[src/rtl/riscv_ctrl_pkg.sv]
// Shared encodings for the multicycle RV32 control path: FSM states, ALU codes,
// opcodes, datapath mux selects and the per-state control word.
package riscv_ctrl_pkg;

  typedef enum logic [3:0] {
    S_FETCH    = 4'd0,
    S_DECODE   = 4'd1,
    S_MEMADR   = 4'd2,
    S_MEMREAD  = 4'd3,
    S_MEMWB    = 4'd4,
    S_MEMWRITE = 4'd5,
    S_EXECR    = 4'd6,
    S_ALUWB    = 4'd7,
    S_EXECI    = 4'd8,
    S_JAL      = 4'd9,
    S_BEQ      = 4'd10,
    S_FAULT    = 4'd11
  } state_e;

  typedef enum logic [1:0] {
    ALUOP_ADD   = 2'b00,
    ALUOP_SUB   = 2'b01,
    ALUOP_FUNCT = 2'b10
  } aluop_e;

  localparam logic [2:0] ALU_ADD = 3'b000;
  localparam logic [2:0] ALU_SUB = 3'b001;
  localparam logic [2:0] ALU_AND = 3'b010;
  localparam logic [2:0] ALU_OR  = 3'b011;
  localparam logic [2:0] ALU_SLT = 3'b101;

  localparam logic [6:0] OP_LW    = 7'b0000011;
  localparam logic [6:0] OP_SW    = 7'b0100011;
  localparam logic [6:0] OP_RTYPE = 7'b0110011;
  localparam logic [6:0] OP_ITYPE = 7'b0010011;
  localparam logic [6:0] OP_BEQ   = 7'b1100011;
  localparam logic [6:0] OP_JAL   = 7'b1101111;

  localparam logic [1:0] SRCA_PC    = 2'b00;
  localparam logic [1:0] SRCA_OLDPC = 2'b01;
  localparam logic [1:0] SRCA_RS1   = 2'b10;

  localparam logic [1:0] SRCB_RS2  = 2'b00;
  localparam logic [1:0] SRCB_IMM  = 2'b01;
  localparam logic [1:0] SRCB_FOUR = 2'b10;

  localparam logic [1:0] RES_ALUOUT    = 2'b00;
  localparam logic [1:0] RES_DATA      = 2'b01;
  localparam logic [1:0] RES_ALURESULT = 2'b10;

  localparam logic [1:0] IMM_I = 2'b00;
  localparam logic [1:0] IMM_S = 2'b01;
  localparam logic [1:0] IMM_B = 2'b10;
  localparam logic [1:0] IMM_J = 2'b11;

  typedef struct packed {
    logic       pc_write;
    logic       adr_src;
    logic       ir_write;
    logic       mem_write;
    logic       reg_write;
    logic       retire;
    logic [1:0] result_src;
    logic [1:0] alu_src_a;
    logic [1:0] alu_src_b;
    aluop_e     alu_op;
  } ctrl_t;

  // Immediate format depends only on the opcode, independent of FSM state.
  function automatic logic [1:0] imm_src_of(input logic [6:0] op);
    case (op)
      OP_SW:   return IMM_S;
      OP_BEQ:  return IMM_B;
      OP_JAL:  return IMM_J;
      default: return IMM_I;
    endcase
  endfunction

endpackage

[src/rtl/alu_decoder.sv]
// ALU operation select: fixed add/sub for address and branch work, funct3/funct7
// decode for R- and I-type arithmetic.
module alu_decoder
  import riscv_ctrl_pkg::*;
(
  input  logic [1:0] ALUOp,
  input  logic [2:0] funct3,
  input  logic       funct7b5,
  input  logic       op5,
  output logic [2:0] ALUControl
);

  always_comb begin
    ALUControl = ALU_ADD;
    case (ALUOp)
      ALUOP_SUB: ALUControl = ALU_SUB;
      ALUOP_FUNCT: begin
        case (funct3)
          // op5 separates R-type from I-type: addi never subtracts even if bit 30 is set
          3'b000:  ALUControl = (op5 & funct7b5) ? ALU_SUB : ALU_ADD;
          3'b010:  ALUControl = ALU_SLT;
          3'b110:  ALUControl = ALU_OR;
          3'b111:  ALUControl = ALU_AND;
          default: ALUControl = ALU_ADD;
        endcase
      end
      default: ALUControl = ALU_ADD;
    endcase
  end

endmodule

[src/rtl/multicycle_controller.sv]
// Multicycle RV32 subset controller: state register plus Moore-style control decode,
// with memory handshake stalls in FETCH, MEMREAD and MEMWRITE.
module multicycle_controller
  import riscv_ctrl_pkg::*;
#(
  parameter int WAIT_MEM = 1
) (
  input  logic       clk,
  input  logic       rst_n,
  input  logic [6:0] op,
  input  logic [2:0] funct3,
  input  logic       funct7b5,
  input  logic       zero,
  input  logic       mem_ready,
  output logic       PCWrite,
  output logic       AdrSrc,
  output logic       IRWrite,
  output logic       MemWrite,
  output logic       RegWrite,
  output logic [1:0] ResultSrc,
  output logic [1:0] ALUSrcA,
  output logic [1:0] ALUSrcB,
  output logic [1:0] ImmSrc,
  output logic [2:0] ALUControl,
  output logic       retire,
  output logic       illegal,
  output logic [3:0] state
);

  state_e state_q, state_d;
  ctrl_t  ctrl;
  logic   mem_rdy;

  assign mem_rdy = (WAIT_MEM == 0) ? 1'b1 : mem_ready;

  always_comb begin
    state_d = state_q;
    case (state_q)
      S_FETCH:    if (mem_rdy) state_d = S_DECODE;
      S_DECODE: begin
        case (op)
          OP_LW, OP_SW: state_d = S_MEMADR;
          OP_RTYPE:     state_d = S_EXECR;
          OP_ITYPE:     state_d = S_EXECI;
          OP_BEQ:       state_d = S_BEQ;
          OP_JAL:       state_d = S_JAL;
          default:      state_d = S_FAULT;
        endcase
      end
      S_MEMADR:   state_d = op[5] ? S_MEMWRITE : S_MEMREAD;
      S_MEMREAD:  if (mem_rdy) state_d = S_MEMWB;
      S_MEMWB:    state_d = S_FETCH;
      S_MEMWRITE: if (mem_rdy) state_d = S_FETCH;
      S_EXECR:    state_d = S_ALUWB;
      S_EXECI:    state_d = S_ALUWB;
      S_ALUWB:    state_d = S_FETCH;
      S_JAL:      state_d = S_ALUWB;
      S_BEQ:      state_d = S_FETCH;
      S_FAULT:    state_d = S_FAULT;
      default:    state_d = S_FAULT;
    endcase
  end

  always_ff @(posedge clk or negedge rst_n) begin
    if (!rst_n) state_q <= S_FETCH;
    else        state_q <= state_d;
  end

  // Handshake-dependent strobes (FETCH, MEMWRITE, BEQ) must act in the same
  // cycle the condition is seen, so control is decoded from the state register.
  always_comb begin
    ctrl = '0;
    case (state_q)
      S_FETCH: begin
        ctrl.alu_src_a  = SRCA_PC;
        ctrl.alu_src_b  = SRCB_FOUR;
        ctrl.result_src = RES_ALURESULT;
        ctrl.ir_write   = mem_rdy;
        ctrl.pc_write   = mem_rdy;
      end
      S_DECODE: begin
        ctrl.alu_src_a = SRCA_OLDPC;
        ctrl.alu_src_b = SRCB_IMM;
      end
      S_MEMADR: begin
        ctrl.alu_src_a = SRCA_RS1;
        ctrl.alu_src_b = SRCB_IMM;
      end
      S_MEMREAD: begin
        ctrl.adr_src    = 1'b1;
        ctrl.result_src = RES_ALUOUT;
      end
      S_MEMWB: begin
        ctrl.result_src = RES_DATA;
        ctrl.reg_write  = 1'b1;
        ctrl.retire     = 1'b1;
      end
      S_MEMWRITE: begin
        ctrl.adr_src   = 1'b1;
        ctrl.mem_write = 1'b1;
        ctrl.retire    = mem_rdy;
      end
      S_EXECR: begin
        ctrl.alu_src_a = SRCA_RS1;
        ctrl.alu_src_b = SRCB_RS2;
        ctrl.alu_op    = ALUOP_FUNCT;
      end
      S_EXECI: begin
        ctrl.alu_src_a = SRCA_RS1;
        ctrl.alu_src_b = SRCB_IMM;
        ctrl.alu_op    = ALUOP_FUNCT;
      end
      S_ALUWB: begin
        ctrl.result_src = RES_ALUOUT;
        ctrl.reg_write  = 1'b1;
        ctrl.retire     = 1'b1;
      end
      S_JAL: begin
        ctrl.alu_src_a  = SRCA_OLDPC;
        ctrl.alu_src_b  = SRCB_FOUR;
        ctrl.result_src = RES_ALUOUT;
        ctrl.pc_write   = 1'b1;
      end
      S_BEQ: begin
        ctrl.alu_src_a  = SRCA_RS1;
        ctrl.alu_src_b  = SRCB_RS2;
        ctrl.alu_op     = ALUOP_SUB;
        ctrl.result_src = RES_ALUOUT;
        ctrl.pc_write   = zero;
        ctrl.retire     = 1'b1;
      end
      default: ctrl = '0;
    endcase
  end

  alu_decoder u_alu_dec (
    .ALUOp      (ctrl.alu_op),
    .funct3     (funct3),
    .funct7b5   (funct7b5),
    .op5        (op[5]),
    .ALUControl (ALUControl)
  );

  // State is FETCH while reset is held; masking here keeps FETCH from strobing
  // IRWrite/PCWrite until reset is released.
  assign PCWrite   = ctrl.pc_write  & rst_n;
  assign IRWrite   = ctrl.ir_write  & rst_n;
  assign MemWrite  = ctrl.mem_write & rst_n;
  assign RegWrite  = ctrl.reg_write & rst_n;
  assign retire    = ctrl.retire    & rst_n;
  assign AdrSrc    = ctrl.adr_src;
  assign ResultSrc = ctrl.result_src;
  assign ALUSrcA   = ctrl.alu_src_a;
  assign ALUSrcB   = ctrl.alu_src_b;
  assign ImmSrc    = imm_src_of(op);
  assign illegal   = (state_q == S_FAULT);
  assign state     = state_q;

endmodule

[config.mk]
export PLATFORM = sky130hd
export DESIGN_NAME = multicycle_controller
export DESIGN_NICKNAME = d
export VERILOG_FILES = /design/src/rtl/riscv_ctrl_pkg.sv /design/src/rtl/alu_decoder.sv /design/src/rtl/multicycle_controller.sv
export SDC_FILE = /design/constraint.sdc
export NUM_CORES = 1
export LEC_CHECK = 0
export ABC_AREA = 0
export BUFFER_PORTS_ARGS = -buffer_cell sky130_fd_sc_hd__buf_2
export CORE_MARGIN = 2
export CORE_UTILIZATION = 40
export CTS_CLUSTER_SIZE = 25
export DETAILED_ROUTE_END_ITERATION = 6
export GPL_TIMING_DRIVEN = 0
export PLACE_DENSITY_LB_ADDON = 0.2
export SLEW_MARGIN = 20
export SYNTH_ARGS = -nofsm -noshare
export SYNTH_HDL_FRONTEND = slang
export SYNTH_SLANG_ARGS = --single-unit
[constraint.sdc]
create_clock -name clk -period 5.3 [get_ports clk]
set_input_delay 0.795 -clock clk [delete_from_list [all_inputs] [get_ports clk]]
set_output_delay 0.795 -clock clk [all_outputs]
set_load 0.01 [all_outputs]
==> results.toml, run 1 <==
[worst_setup_path]
worstPathMaxFanout = 10
critPathKind = "reg2out"
critPathArrivalTime_ns = 2.18
critPathCaptureType = "primary output"
worstReg2RegStart = "state[1]$_DFFE_PN0P_"
crit_chain = "clkbuf_1 -> clkbuf_8 -> nand2_1 -> o21ai_0 -> nor2b_1 -> ha_1 -> nand3b_1 -> nor3_1 -> buf_2"
ff2ff_path_depth = 6
rr_endpoint = "state[0]$_DFFE_PN0P_"
crit_path_start_kind = "flip-flop"
required_ns = 4.51
critical-path-max-stage-delay_ns = 0.32
rrSetupSlack_ns = 3.84
cp_slowest_cell = "dfrtp_1"

[drt]
viasPerCell = 5.39
drc = 0
route.vias.total = 905
wl_um = 2120
dr.first_iter.drc_count = 9
antenna_left = 0
firstDrtPassIters = 4
avgRoutedWirePerCell_um = 12.6

[power]
power.internal_uw = 262
p_per_area_nw_per_um2 = 495
peakVddDrop_mv = 0.235
seqPwrFrac_pct = 11.5
swShare_pct = 48.9
p_switching_uw = 251
pwr-share-comb_pct = 81.0
cellLeakagePower_nw = 0.492
p_clk_share_pct = 7.5

[finish]
largest_reg_flops = 4
multiInputGateArea_um2 = 596
layoutNonFillerInstCount = 168
design_area_um2 = 1040
nNetsFinal = 160
fin_util_pct = 54.0
syn2layout_area_growth_pct = 29.5
antenna_cells = 0
drive_above_1_share_pct = 39.7
register_area_um2 = 100
fill_cells = 212

[grt]
use_met2_pct = 32.4
use_met3_pct = 3.09
grtUsageMet1_pct = 24.0
grt_pass1_wl_um = 3590
grt_usage_pct = 18.5
antenna_found_initial = 0
grt_pass1_vias = 839
grt_overflow = 0
grt_max_degree = 11
top_usage_layer = "met2"

[yosys]
ys_seq_area_share_pct = 12.5
syn_nets = 119
ys_types = 42
async_reset_ff_share_pct = 100
synth-seq-cells = 4
netlist_instances = 102
yosysWarnings = 0
synth_flop_cell = "dfrtp_1"
synth_area_um2 = 801
synth_edf_count = 0
syn_area_per_cell_um2 = 7.85

[timing]
post-route-period-util_pct = 56.0
worst_pin_slew_ns = 0.362
fin_crit_ns = 2.97
fin_tns_setup_ns = 0
rsz0062_at_grt = "false"
setup_violations = 0
fin_ws_ns = 2.33
fmax_mhz = 337
drv_slew = 0
finalHoldViolations = 0
finClkSkew_ns = 0.00320
maxSlewHeadroom_pct = 75.9

[floorplanning]
initial_core_util_pct = 41.7
dieWidth_um = 48.7
design.die.area_um2 = 2380
num_rows = 16
core_um2 = 1920
die_h_um = 48.7
io_pins = 37

[placed_design]
post_dp_cell_area_um2 = 1010
dp.final_hpwl_um = 1620
port_buffers = 36
dp.cells = 165
pre_cts_slack_ns = 2.61
globalplace.congestion = 0.824

[clock_network]
clock-sinks = 4
cts_buffer_depth = 2
cts_root_buf = "clkbuf_4"
holdBufCountCts = 0
cts-resized-gates = 0
cts_made_buffers = 3
clk_pin_slew_ns = 0.04
htreeDepth = 1
cts_setup_buffers = 0
insertion_delay_ns = 0.24
cts_tree = "built"

[hold_path]
min_path_type = "in2async"

[run_status]
status = "finished clean"

[flow_run]
max_cap_viol_count = 0
-- routing by layer --
layer  vias up  wire (µm)
met1       426        975
met3         2        103
met4         0          6
li1        448          -
met5         -          0
met2        29       1030
-- cell usage in the layout, fill, tap and decap left out, types with 2 or more instances in the layout --
| cell | count |
|---|---|
| a211oi_1 | 2 |
| a21oi_1 | 6 |
| a31oi_1 | 2 |
| and2b_2 | 2 |
| and3_1 | 2 |
| buf_2 | 38 |
| clkbuf_4 | 3 |
| clkbuf_8 | 5 |
| dfrtp_1 | 4 |
| ha_1 | 2 |
| inv_1 | 3 |
| nand2_1 | 6 |
| nand2b_1 | 5 |
| nand3b_1 | 2 |
| nor2_1 | 6 |
| nor2b_1 | 7 |
| nor3_1 | 10 |
| nor3b_1 | 4 |
| nor4_1 | 2 |
| o21ai_0 | 5 |
| xor2_1 | 3 |
-- through the flow --
stage | hold WS (ns) | power, mW
after floorplan | 0.499 | 0.363
after global placement | 0.630 | 0.468
after detailed placement | 0.633 | 0.474
after CTS | 0.379 | 0.516
after global routing | 0.372 | 0.564
final | 0.380 | 0.513
-- worst max-delay path: cells and delay by family (launching register included) --
kind                       cells  cell delay (ns)
buffers and inverters          3             0.71
DFF                            1             0.32
adders and majority gates      1             0.24
and+or+nand+nor                4             0.54
AOI/OAI and AO/OA              1             0.12
-- power groups by stage --
stage / Clock (mW) / Combinational, mW / Sequential, mW
floorplan: 0 / 0.299 / 0.0637
global placement: 0 / 0.408 / 0.0596
detailed placement: 0 / 0.414 / 0.0595
CTS: 0.0398 / 0.417 / 0.0592
global route: 0.0445 / 0.459 / 0.0613
finish: 0.0384 / 0.416 / 0.0590
-- cells in the mapped netlist, drive strengths merged, types with 2 or more instances --
library cell | count | area share, %
nor3 | 10 | 6.3
nor2b | 7 | 5.5
a21oi | 6 | 3.8
clkbuf | 6 | 9.1
nand2 | 6 | 2.8
nor2 | 6 | 2.8
nand2b | 5 | 3.9
nor3b | 5 | 5.3
o21ai | 5 | 3.1
dfrtp | 4 | 13
and2b | 3 | 3.1
buf | 3 | 2.7
inv | 3 | 1.4
xor2 | 3 | 3.3
a211oi | 2 | 1.9
a31oi | 2 | 1.6
and3 | 2 | 1.6
ha | 2 | 3.1
nand3b | 2 | 1.9
nor4 | 2 | 1.6
-- how the worst max path moves through the flow --
stage                               end            startpoint  cells after the start
after detailed placement  ALUControl[2]  state[1]$_DFFE_PN0P_                      9
after global placement          PCWrite             mem_ready                      6
after global routing      ALUControl[2]  state[2]$_DFFE_PN0P_                      9
after floorplan           ALUControl[2]  state[2]$_DFFE_PN0P_                      8
final                     ALUControl[2]  state[1]$_DFFE_PN0P_                      9
after CTS                 ALUControl[2]  state[1]$_DFFE_PN0P_                      9
-- layout make-up --
cell class / count / area share, %
flip-flops and latches: 4 / 9.65
repair buffers: 36 / 17.4
clock buffers: 3 / 2.17
well taps: 27 / 3.26
inverters: 3 / 1.09
plain buffers: 9 / 9.05
multi-input cells: 86 / 57.4
-- cell families after synthesis --
logic type	count (synthesis)	share of synthesized area, %
DFF	4	12.5
xor gates and xnor gates	4	4.38
buffers and inverters	12	13.1
and+or+nand+nor	54	43.6
adders and majority gates	2	3.12
AOI/OAI and AO/OA	25	22.0
muxes	1	1.25
No activity file was read; power rests on OpenSTA's default activity.
==> run 2, diff against run 1 <==
- ABC_AREA: 0 -> 1
- CORE_UTILIZATION: 40 -> 38
- clock period: 5.3 -> 2.7 ns (I/O delays scaled with it)
==> run 2 against run 1 <==
- largest cell class unchanged
- area after synthesis fell by 25%
- global-route usage rose by 1.4 points
- clock skew barely moved
- critical path type unchanged
- via count fell by 7.8%
- combinational power fell by 94%
- synthesized cell count rose by 12%
- power fell by 69%
- clock power rose by 89%
- register-to-register slack got worse by 2.5 ns
- first-iteration DRC count rose by 120%
==> results.toml, run 2 <==
[yosys]
synth_flop_cell = "dfrtp_1"
netlist_instances = 114
synth_most_common_cell = "nand2_1"
async_reset_ff_share_pct = 100
synth_top_area_share_pct = 19.3
synth_top_area_cell = "nand2_1"
syn_nets = 131
synthTopCellsByArea = "nand2_1, dfrtp_1, inv_1"
syn_area_per_cell_um2 = 5.30
synthTopCellsByCount = "nand2_1, inv_1, nor2_1"
ys_types = 18
synth-seq-cells = 4
synth_edf_count = 0
ys_seq_area_share_pct = 16.6
yosysWarnings = 0
synth_area_um2 = 604

[timing]
setup_violations = 0
fin_tns_setup_ns = 0
whs_ns = 0.404
rsz0062_at_grt = "false"
drv_slew = 0
finalHoldViolations = 0
worst_pin_slew_ns = 0.350
fin_crit_ns = 2.40
post-route-period-util_pct = 89.1
fmax_mhz = 416
maxSlewHeadroom_pct = 76.4
finClkSkew_ns = 0.00340

[worst_setup_path]
ff2ff_path_depth = 7
worstPathMaxFanout = 6
worstReg2RegStart = "state[0]$_DFFE_PN0P_"
rrSetupSlack_ns = 1.35
rr_endpoint = "state[0]$_DFFE_PN0P_"
critPathKind = "reg2out"
critPathCaptureType = "primary output"
crit_path_start_kind = "flip-flop"
critPathArrivalTime_ns = 2.00
required_ns = 2.30

[clock_network]
cts_made_buffers = 3
cts_buffer_depth = 2
cts_tree = "built"
clock-sinks = 4
htreeDepth = 1
cts_root_buf = "clkbuf_4"
cts_setup_buffers = 0
clk_pin_slew_ns = 0.04
insertion_delay_ns = 0.23
cts-resized-gates = 0

[finish]
fin_util_pct = 55.6
syn2layout_area_growth_pct = 38.5
nNetsFinal = 173
largest_reg_flops = 4
final_cell_mix = "buf_2, nand2_1, inv_1"
final_common_cell = "buf_2"
antenna_cells = 0
drive_above_1_share_pct = 32.5
layoutNonFillerInstCount = 170
fill_cells = 151

[floorplanning]
dieWidth_um = 43.9
core_um2 = 1510
die_h_um = 43.9
initial_core_util_pct = 40.1
num_rows = 14
io_pins = 37
design.die.area_um2 = 1930

[power]
peakVddDrop_mv = 0.132
cellLeakagePower_nw = 0.528
p_per_area_nw_per_um2 = 190

[grt]
grt_pass1_vias = 726
grt_overflow = 0
grt_pass1_wl_um = 2880
antenna_found_initial = 0
grt_usage_pct = 19.9
grt_max_degree = 8

[drt]
route.vias.total = 834
drc = 0
viasPerCell = 4.91
avgRoutedWirePerCell_um = 10.5
firstDrtPassIters = 4
dr.first_iter.drc_count = 20
wl_um = 1780
antenna_left = 0

[run_status]
status = "finished clean"

[placed_design]
port_buffers = 36
dp.final_hpwl_um = 1500
dp.cells = 166
globalplace.congestion = 0.840

[flow_run]
max_cap_viol_count = 0

[hold_path]
min_path_type = "in2reg"
worstHoldPathCells = 2
holdPathEnd = "state[2]$_DFFE_PN0P_"
holdCritStartpoint = "mem_ready"
run 2: changes by cell type in the layout (fill, tap and decap cells not counted), sizes merged, moves of 6 or more:
cell and delta:
inv +19, clkbuf -6, nor2 +17, nor2b -7, nand2 +28
run 2: cell families (layout without fill, tap and decap cells):
group	Yosys count	in the layout	synth area share, %
AND/OR/NAND/NOR	71	71	51.6
buffers and inverters	22	62	13.7
AO/OA/AOI/OAI	15	15	14.1
flip-flops	4	4	16.6
adder cells (fa/ha/maj)	2	2	4.14
run 2: timing repair:
item                                    4_1_cts  5_1_grt
hold buffers                                  1        0
endpoints found under the hold margin         4        0
endpoints found under the setup margin        0        0
run 2: power breakdown:
group,switching (mW),total (mW),internal [mW]
combinational,0.0151,0.0265,0.0114
clock,0.0230,0.0726,0.0496
sequential,0,0.0603,0.0603
run 2: worst max-delay path: stages, from the launching register on:
cell and delay (ns):
dfrtp_1 0.44, nor2_1 0.25, nand2_1 0.13, nand2_2 0.13
ha_1 0.24, inv_1 0.09, nand3_1 0.12, nor2_1 0.11
a21oi_1 0.05, o31ai_1 0.06, buf_2 0.16
run 2: worst max path at each step:
stage	from	end	slack, ns	cells past startpoint
2_1_floorplan	state[2]$_DFFE_PN0P_	ALUControl[0]	0.75	8
3_3_place_gp	state[0]$_DFFE_PN0P_	ALUControl[0]	0.62	10
3_5_place_dp	state[0]$_DFFE_PN0P_	ALUControl[0]	0.54	10
4_1_cts	state[0]$_DFFE_PN0P_	ALUControl[0]	0.28	10
5_1_grt	state[1]$_DFFE_PN0P_	ALUControl[0]	0.08	10
6_report	state[0]$_DFFE_PN0P_	ALUControl[0]	0.30	10
run 2: final cells by class:
type	count	area (µm²)	share of cell area, %
Sequential cell	4	100	12.0
Inverter	22	82.6	9.87
Timing Repair Buffer	37	190	22.7
Clock buffer	3	22.5	2.69
Tap cell	16	20.0	2.39
Multi-Input combinational cell	88	422	50.4
run 2: metal layers:
layer	wire length, µm	track usage (%)	vias to the layer above	share of wire (%)
met2	956	36.5	19	54
met3	61	4.17	0	3.4
met5	0	0	-	0
met4	0	5.45	0	0
met1	763	23.0	370	43
li1	-	-	445	-
run 2: metrics by stage:
step           power, mW  area (µm²)  setup WS [ns]
2_1_floorplan     0.0703         604          0.749
3_3_place_gp      0.0855         805          0.618
3_5_place_dp      0.0865         805          0.537
4_1_cts            0.163         837          0.285
5_1_grt            0.172         837         0.0838
6_report           0.159         837          0.295
==> run 3, diff against run 2 <==
- clock period: 2.7 -> 2.1 ns (I/O delays scaled with it)
==> run 3 against run 2 <==
- sequential power grew 29%
- critical path type unchanged
- combinational power is 33% higher
- largest power group unchanged
- critical endpoint unchanged
- register-to-register slack worse by 0.81 ns
- clock power up 28%
- largest cell class unchanged
==> results.toml, run 3 (same netlist as run 2, synthesis figures left out) <==
[clock_network]
insertion_delay_ns = 0.23
cts_made_buffers = 3
cts_buffer_depth = 2
htreeDepth = 1
cts_tree = "built"
clock-sinks = 4
cts_root_buf = "clkbuf_4"
clk_pin_slew_ns = 0.04

[power]
cellLeakagePower_nw = 0.596
power.internal_uw = 156
power.total_uw = 205
seqPwrFrac_pct = 37.7
swShare_pct = 24.0
p_switching_uw = 49.3
p_per_area_nw_per_um2 = 203
peakVddDrop_mv = 0.169
p_clk_share_pct = 45.1
pwr-share-comb_pct = 17.2

[placed_design]
dp.cells = 166
globalplace.congestion = 0.840
port_buffers = 36
dp.final_hpwl_um = 1500

[finish]
final_common_cell = "buf_2"
drive_above_1_share_pct = 46.7
final_cell_mix = "buf_2, nand2_1, inv_1"
syn2layout_area_growth_pct = 67.5
largest_reg_flops = 4
antenna_cells = 0
nNetsFinal = 188
layoutNonFillerInstCount = 185

[drt]
drc = 0
avgRoutedWirePerCell_um = 11.5
dr.first_iter.drc_count = 22
firstDrtPassIters = 4
antenna_left = 0
viasPerCell = 5.03
wl_um = 2140
route.vias.total = 931

[hold_path]
min_path_type = "in2reg"

[floorplanning]
io_pins = 37
num_rows = 14
dieWidth_um = 43.9
core_um2 = 1510
initial_core_util_pct = 40.1
design.die.area_um2 = 1930
die_h_um = 43.9

[timing]
worst_pin_slew_ns = 0.350
fmax_mhz = 484
setup_violations = 0
fin_crit_ns = 2.06
finClkSkew_ns = 0.00422
post-route-period-util_pct = 98.3
rsz0062_at_grt = "true"
finalHoldViolations = 0
maxSlewHeadroom_pct = 76.4
drv_slew = 0

[grt]
antenna_found_initial = 0
grt_pass1_vias = 793
grt_max_degree = 7
grt_pass1_wl_um = 3100
grt_overflow = 0
grt_usage_pct = 21.4

[worst_setup_path]
crit_path_start_kind = "flip-flop"
rrSetupSlack_ns = 0.54
critPathKind = "reg2out"
path_common_cell = "nand2_2"
rr_endpoint = "state[0]$_DFFE_PN0P_"
cp_slowest_cell = "dfrtp_2"
critical-path-max-stage-delay_ns = 0.45
ff2ff_path_depth = 8
critPathCaptureType = "primary output"
worstSetupEndpoint = "ALUControl[0]"
required_ns = 1.78
crit_chain = "nor2_4 -> nand2_2 -> nand2_2 -> ha_4 -> inv_4 -> nand3_4 -> nor2_2 -> a21oi_1 -> o31ai_1 -> buf_2"
critPathArrivalTime_ns = 1.75
worstReg2RegStart = "state[0]$_DFFE_PN0P_"
worstPathMaxFanout = 4
cp-startpoint = "state[0]$_DFFE_PN0P_"

[run_status]
status = "finished clean"

[flow_run]
max_cap_viol_count = 0
## run 3: cell count changes in the layout (fill, tap and decap cells not counted), sizes merged
cell  change
buf      +15
## run 3: how the worst min path moves through the flow
stage	startpoint	end	slack (ns)	cells past startpoint
6_report	mem_ready	state[2]$_DFFE_PN0P_	0.31	2
5_1_grt	mem_ready	state[2]$_DFFE_PN0P_	0.33	2
4_1_cts	mem_ready	state[2]$_DFFE_PN0P_	0.30	2
3_5_place_dp	rst_n	state[1]$_DFFE_PN0P_	0.13	1
3_3_place_gp	rst_n	state[1]$_DFFE_PN0P_	0.12	1
2_1_floorplan	rst_n	state[0]$_DFFE_PN0P_	0.02	0
## run 3: per-layer routing
layer  vias to the layer above  GRT usage [%]  routed length [µm]
met5                         -              0                   0
met2                        29           38.5                1140
met3                         4           4.17                  78
li1                        471              -                   -
met1                       427           24.2                 888
met4                         0           9.09                  33
## run 3: critical path: cells and delay by family, from the launching register on
kind            cells  cell delay [ns]
simple gates        5             0.52
flops               1             0.45
buf+inv             2             0.23
fa+ha+maj           1             0.21
compound gates      2             0.10
## run 3: per-stage QoR
stage               util (%)  TNS (ns)  hold WS, ns  setup slack, ns  cell area [µm²]
finish                  67.2         0        0.314           0.0356             1010
floorplan                  -         0       0.0194            0.239              604
detailed placement      53.4         0        0.132           0.0270              805
global route            67.2   -0.0786        0.326          -0.0786             1010
CTS                     60.9         0        0.305           0.0109              917
global placement        53.4         0        0.124            0.108              805
## run 3: layout make-up
class                      count  area (µm²)
timing repair buffer          52         303
multi-input combinational     88         477
sequential                     4         105
clock buffer                   3        22.5
inverter                      22        85.1
tap                           16        20.0
fill                         131         494
## run 3: what timing repair did
item,CTS,global route
gates cloned,0,0
endpoints found under the hold margin,4,0
endpoints found under the setup margin,3,2
resized for setup,9,11
setup buffers,8,7
pin swaps,3,7
hold buffers,1,0
## run 3: power by group through the flow
stage	sequential, mW	combinational [mW]	clock (mW)
final	0.0775	0.0352	0.0926
after floorplan	0.0785	0.0118	0
after CTS	0.0774	0.0345	0.0983
after global placement	0.0785	0.0314	0
after global routing	0.0773	0.0404	0.104
after detailed placement	0.0785	0.0327	0
